$ cat src/rtl/mpu_region_sequencer.sv
// Table-driven MPU region programmer: writes NTAB table entries into the core's MPU,
// optionally scrubs the remaining regions to no-access, and reports pass status.
module mpu_region_sequencer #(
    parameter int unsigned         NREG         = 8,
    parameter int unsigned         IDX_W        = $clog2(NREG),
    parameter int unsigned         NTAB         = 3,
    parameter logic [69*NTAB-1:0]  TABLE        = {NTAB{69'h0}},
    parameter bit                  AUTO_START   = 1'b1,
    parameter bit                  CLEAR_UNUSED = 1'b1
) (
    input  logic             clk_i,
    input  logic             rst_i,
    input  logic             start_i,
    input  logic             mpu_lock_i,
    input  logic             mpu_prog_ready_i,
    output logic             mpu_prog_en_o,
    output logic [IDX_W-1:0] mpu_prog_idx_o,
    output logic [31:0]      mpu_prog_base_o,
    output logic [31:0]      mpu_prog_limit_o,
    output logic [2:0]       mpu_prog_perm_o,
    output logic             mpu_prog_user_ok_o,
    output logic             mpu_prog_is_ispace_o,
    output logic             busy_o,
    output logic             done_o,
    output logic             start_rejected_o,
    output logic             lock_abort_o,
    output logic [NTAB-1:0]  err_mask_o
);

    localparam int unsigned ENT_W    = 69;
    localparam int unsigned CUR_W    = IDX_W + 1;
    localparam bit          DO_CLEAR = CLEAR_UNUSED && (NTAB < NREG);

    typedef enum logic [1:0] {S_IDLE, S_PROG, S_CLEAR, S_DONE} state_e;

    typedef struct packed {
        logic [31:0] base;
        logic [31:0] limit;
        logic [2:0]  perm;
        logic        user_ok;
        logic        is_ispace;
    } entry_t;

    typedef struct packed {
        logic [IDX_W-1:0] idx;
        logic [31:0]      base;
        logic [31:0]      limit;
        logic [2:0]       perm;
        logic             user_ok;
        logic             is_ispace;
    } write_t;

    // Payload for region k: the table entry if well formed, else an all-zero no-access region.
    function automatic write_t write_at(input logic [CUR_W-1:0] k);
        write_t w;
        entry_t e;
        w     = '0;
        w.idx = k[IDX_W-1:0];
        for (int unsigned i = 0; i < NTAB; i++) begin
            e = entry_t'(TABLE[ENT_W*i +: ENT_W]);
            if (k == CUR_W'(i) && e.base <= e.limit) begin
                w.base      = e.base;
                w.limit     = e.limit;
                w.perm      = e.perm;
                w.user_ok   = e.user_ok;
                w.is_ispace = e.is_ispace;
            end
        end
        return w;
    endfunction

    state_e            state_q, state_d;
    logic [CUR_W-1:0]  cursor_q, cursor_d;
    write_t            wr_q, wr_d;
    logic              en_q, en_d;
    logic              busy_q, busy_d;
    logic              done_q, done_d;
    logic              rej_q, rej_d;
    logic              abort_q, abort_d;
    logic [NTAB-1:0]   err_q, err_d;
    logic              auto_q, auto_d;
    logic              xfer;
    logic              last;
    logic [CUR_W-1:0]  cursor_nx;

    always_ff @(posedge clk_i) begin
        if (rst_i) begin
            state_q  <= S_IDLE;
            cursor_q <= '0;
            wr_q     <= '0;
            en_q     <= 1'b0;
            busy_q   <= 1'b0;
            done_q   <= 1'b0;
            rej_q    <= 1'b0;
            abort_q  <= 1'b0;
            err_q    <= '0;
            auto_q   <= AUTO_START;
        end else begin
            state_q  <= state_d;
            cursor_q <= cursor_d;
            wr_q     <= wr_d;
            en_q     <= en_d;
            busy_q   <= busy_d;
            done_q   <= done_d;
            rej_q    <= rej_d;
            abort_q  <= abort_d;
            err_q    <= err_d;
            auto_q   <= auto_d;
        end
    end

    always_comb begin
        state_d   = state_q;
        cursor_d  = cursor_q;
        wr_d      = wr_q;
        en_d      = en_q;
        busy_d    = busy_q;
        done_d    = done_q;
        rej_d     = 1'b0;
        abort_d   = abort_q;
        err_d     = err_q;
        auto_d    = 1'b0;
        xfer      = en_q && mpu_prog_ready_i;
        cursor_nx = cursor_q + CUR_W'(1);
        last      = (state_q == S_PROG) ? (cursor_q == CUR_W'(NTAB - 1))
                                        : (cursor_q == CUR_W'(NREG - 1));

        case (state_q)
            S_IDLE: begin
                if (start_i || auto_q) begin
                    if (mpu_lock_i) begin
                        rej_d = 1'b1;
                    end else begin
                        state_d  = S_PROG;
                        cursor_d = '0;
                        wr_d     = write_at('0);
                        en_d     = 1'b1;
                        busy_d   = 1'b1;
                        done_d   = 1'b0;
                        abort_d  = 1'b0;
                        err_d    = '0;
                    end
                end
            end
            S_PROG, S_CLEAR: begin
                // Lock wins over ready: the presented write is dropped.
                if (mpu_lock_i) begin
                    state_d  = S_IDLE;
                    cursor_d = '0;
                    wr_d     = '0;
                    en_d     = 1'b0;
                    busy_d   = 1'b0;
                    abort_d  = 1'b1;
                end else if (xfer) begin
                    if (state_q == S_PROG) begin
                        for (int unsigned i = 0; i < NTAB; i++) begin
                            if (cursor_q == CUR_W'(i) && write_at(cursor_q) == write_t'({IDX_W'(i), 69'h0})
                                && TABLE[ENT_W*i+37 +: 32] > TABLE[ENT_W*i+5 +: 32]) begin
                                err_d[i] = 1'b1;
                            end
                        end
                    end
                    if (last) begin
                        if (state_q == S_PROG && DO_CLEAR) begin
                            state_d  = S_CLEAR;
                            cursor_d = CUR_W'(NTAB);
                            wr_d     = write_at(CUR_W'(NTAB));
                        end else begin
                            state_d  = S_DONE;
                            cursor_d = '0;
                            wr_d     = '0;
                            en_d     = 1'b0;
                            busy_d   = 1'b0;
                            done_d   = 1'b1;
                        end
                    end else begin
                        cursor_d = cursor_nx;
                        wr_d     = write_at(cursor_nx);
                    end
                end
            end
            S_DONE: begin
                state_d = S_IDLE;
            end
            default: begin
                state_d = S_IDLE;
            end
        endcase
    end

    assign mpu_prog_en_o        = en_q;
    assign mpu_prog_idx_o       = wr_q.idx;
    assign mpu_prog_base_o      = wr_q.base;
    assign mpu_prog_limit_o     = wr_q.limit;
    assign mpu_prog_perm_o      = wr_q.perm;
    assign mpu_prog_user_ok_o   = wr_q.user_ok;
    assign mpu_prog_is_ispace_o = wr_q.is_ispace;
    assign busy_o               = busy_q;
    assign done_o               = done_q;
    assign start_rejected_o     = rej_q;
    assign lock_abort_o         = abort_q;
    assign err_mask_o           = err_q;

endmodule

$ cat config.mk
export PLATFORM = sky130hd
export DESIGN_NAME = mpu_region_sequencer
export DESIGN_NICKNAME = d
export VERILOG_FILES = /design/src/rtl/mpu_region_sequencer.sv
export SDC_FILE = /design/constraint.sdc
export NUM_CORES = 1
export LEC_CHECK = 0
export BUFFER_PORTS_ARGS = -buffer_cell sky130_fd_sc_hd__buf_2
export CAP_MARGIN = 10
export CORE_UTILIZATION = 40
export DETAILED_ROUTE_END_ITERATION = 16
export PLACE_DENSITY = 0.78
export SLEW_MARGIN = 20
export SYNTH_ARGS = -nofsm -noshare
export SYNTH_HDL_FRONTEND = slang
export SYNTH_SLANG_ARGS = --single-unit
$ cat constraint.sdc
create_clock -name clk_i -period 3.57 [get_ports clk_i]
set_clock_uncertainty 0.1 [all_clocks]
set_input_delay 0.5355 -clock clk_i [delete_from_list [all_inputs] [get_ports clk_i]]
set_output_delay 0.5355 -clock clk_i [all_outputs]
set_load 0.05 [all_outputs]
==> flow_summary.yaml <==
timing:
  slew_violations: 0
  rsz0062_at_grt: "no"
  period_needed_ns: 1.90
  max_freq_mhz: 526
  setup_viol: 0
  whs_ns: 0.394
  post-route-period-util_pct: 53.3
  setup_tns_ns: 0
  hold_viol: 0
power_and_ir_drop:
  peakVddDrop_mv: 0.147
  p_leak_nw: 0.529
  cellPowerDensity_nw_per_um2: 464
final_layout:
  area_delta_synth_final_pct: -14.9
  final_area_um2: 1040
  utilization_pct: 36.7
  instances_no_fill: 190
  n_antenna_cell: 0
  drive_gt1_share_pct: 13.8
  layout.nets: 170
floorplan:
  start_util_pct: 43.1
  die-area_um2: 3270
  core-area_um2: 2830
  die_h_um: 57.2
  fp-row-count: 19
  die_w_um: 57.2
  ioPinCount: 85
critical_path:
  cp-end-kind: "flip-flop"
  rrSetupSlack_ns: 1.67
  cp_data_arrival_time_ns: 2.02
  start_kind: "flip-flop"
  cp_max_fo: 8
  worstPathRequired_ns: 3.69
  path_class: "flip-flop to flip-flop"
  r2r_cells: 5
flow_run:
  drv_cap: 0
logic_synthesis:
  yosysWarnings: 0
  synthesis.area_um2: 1220
  synth.distinct_cells: 33
  synth.area.top_cells: "buf_4 (47%), dfxtp_1 (18%), ha_1 (5.1%), a21oi_1 (3.3%), o21ai_0 (1.6%)"
  yosys.area.top_type: "buf_4"
  ys_ff_latch: 11
  syn_area_per_cell_um2: 8.19
  netlist_instances: 149
  synth_seq_area_share_pct: 18.1
  synth.top_cell.area_share_pct: 46.8
placement:
  place_hpwl_um: 1300
  dpl.cell_count: 186
  placed_cell_area_um2: 1010
  gp_routability_congestion: 0.844
  portBuffers: 12
clock_network:
  hold_buffers: 0
  clk_latency_ns: 0.28
  cts_buffers: 3
  ctsLongestPathBuffers: 2
  htreeDepth: 1
  cts_sinks: 11
  cts_resized: 0
  postCtsSetupRepairBufs: 0
  root_buffer: "clkbuf_4"
  cts_tree: "yes"
  clk_pin_slew_ns: 0.08
grt:
  grt_antenna_before_repair: 0
  grt_usage_pct: 9.84
  grt_pass1_wl_um: 2480
  grt_overflow: 0
  grt_pass1_vias: 549
  grt_max_degree: 13
detailed_routing:
  drc: 6
  antenna_left: 0
  vias_per_cell: 4.24
  routedWlPerCell_um: 8.97
  drt-pass1-iter-count: 11
  first_iter_violations: 48
  wirelength_um: 1700
  dr_total_vias: 806
hold_path:
  min_path_type: "input port to flip-flop"
  min_path_cells: 1
run_status:
  violations: "DRC"
  run_status: "finished, violations left"
registers in the layout, indices dropped and copies added (netlist names):
signal,cells
state_q,2
done_o,1
lock_abort_o,1
cursor_q,4
start_rejected_o,1
busy_o,1
auto_q,1
metrics by stage:
stage	setup WS, ns	power (mW)
floorplan	1.79	0.438
global placement	1.76	0.391
detailed placement	1.73	0.393
CTS	1.70	0.482
global route	1.55	0.504
finish	1.67	0.482
logic make-up (layout without fill, tap and decap cells):
group / Yosys count / count (layout) / synth area share [%]
AOI/OAI and AO/OA: 23 / 23 / 12.9
DFF: 11 / 11 / 18.1
buffers and inverters: 79 / 18 / 47.7
muxes: 2 / 2 / 2.05
xor gates and xnor gates: 2 / 2 / 1.44
adders and majority gates: 5 / 5 / 5.13
other: 1 / 72 / 0.307
and+or+nand+nor: 26 / 26 / 12.4
cells in the mapped netlist:
master,n
a311oi_1,1
dfxtp_1,11
a31oi_1,3
nor2_1,5
or4_1,1
o211ai_1,1
nand2b_1,2
xnor2_1,2
mux2_2,1
nand3b_1,1
clkbuf_1,1
nor4_2,1
o21ai_0,4
a21oi_1,8
a211oi_1,1
buf_4,76
o22ai_1,1
o21bai_1,1
o41ai_2,1
inv_1,2
or3b_2,1
nand4_1,3
nor3b_1,1
nand2_1,3
mux2i_2,1
nand3_1,2
ha_1,5
conb_1,1
nor2b_1,1
and2b_1,2
o21ba_4,1
nor3_1,3
o31a_1,1
per-layer routing:
| layer | track usage (%) | part of all wire, % | vias to the layer above |
|---|---|---|---|
| met2 | 16.3 | 48 | 68 |
| met3 | 2.04 | 11 | 4 |
| met4 | 6.97 | 1.9 | 0 |
| li1 | - | - | 379 |
| met1 | 11.3 | 39 | 355 |
| met5 | 0 | 0 | - |
cell type report:
type                    count  area (µm²)
fillers                   295        1790
multi-input cells         130         684
flip-flops and latches     11         220
repair buffers             12        60.1
well taps                  31        38.8
clock buffers               3        22.5
inverters                   2        7.51
clock inverters             1        5.00
worst max-delay path: stages, from the launching register on:
cell and delay, ns:
dfxtp_1 0.42, inv_1 0.07, ha_1 0.43, mux2i_2 0.17, or4_1 0.52, a21oi_1 0.13
cell usage in the layout (no fill, tap or decap), drive strengths merged, types with 2 or more instances in the layout:
cell type | Yosys | layout
clkbuf | 1 | 3
nor3 | 3 | 3
and2b | 2 | 2
o21ai | 4 | 4
a21oi | 8 | 8
conb | 1 | 72
buf | 76 | 12
nand2b | 2 | 2
a31oi | 3 | 3
nor2 | 5 | 5
ha | 5 | 5
inv | 2 | 2
nand2 | 3 | 3
nand4 | 3 | 3
nand3 | 2 | 2
xnor2 | 2 | 2
dfxtp | 11 | 11
power by group:
part | total (mW) | internal [mW] | leakage, nW | switching [mW]
logic | 0.259 | 0.0307 | 0.421 | 0.228
clock network | 0.0877 | 0.0416 | 0.0177 | 0.0461
registers | 0.135 | 0.129 | 0.0898 | 0.00657
total | 0.482 | 0.201 | 0.529 | 0.281
worst paths after layout:
check,from,to
max,state_q[0],cursor_q[0]
max reg2reg,state_q[0],cursor_q[0]
min,rst_i,auto_q
min reg2reg,lock_abort_o,lock_abort_o
Power figures use the tool's default switching activity.
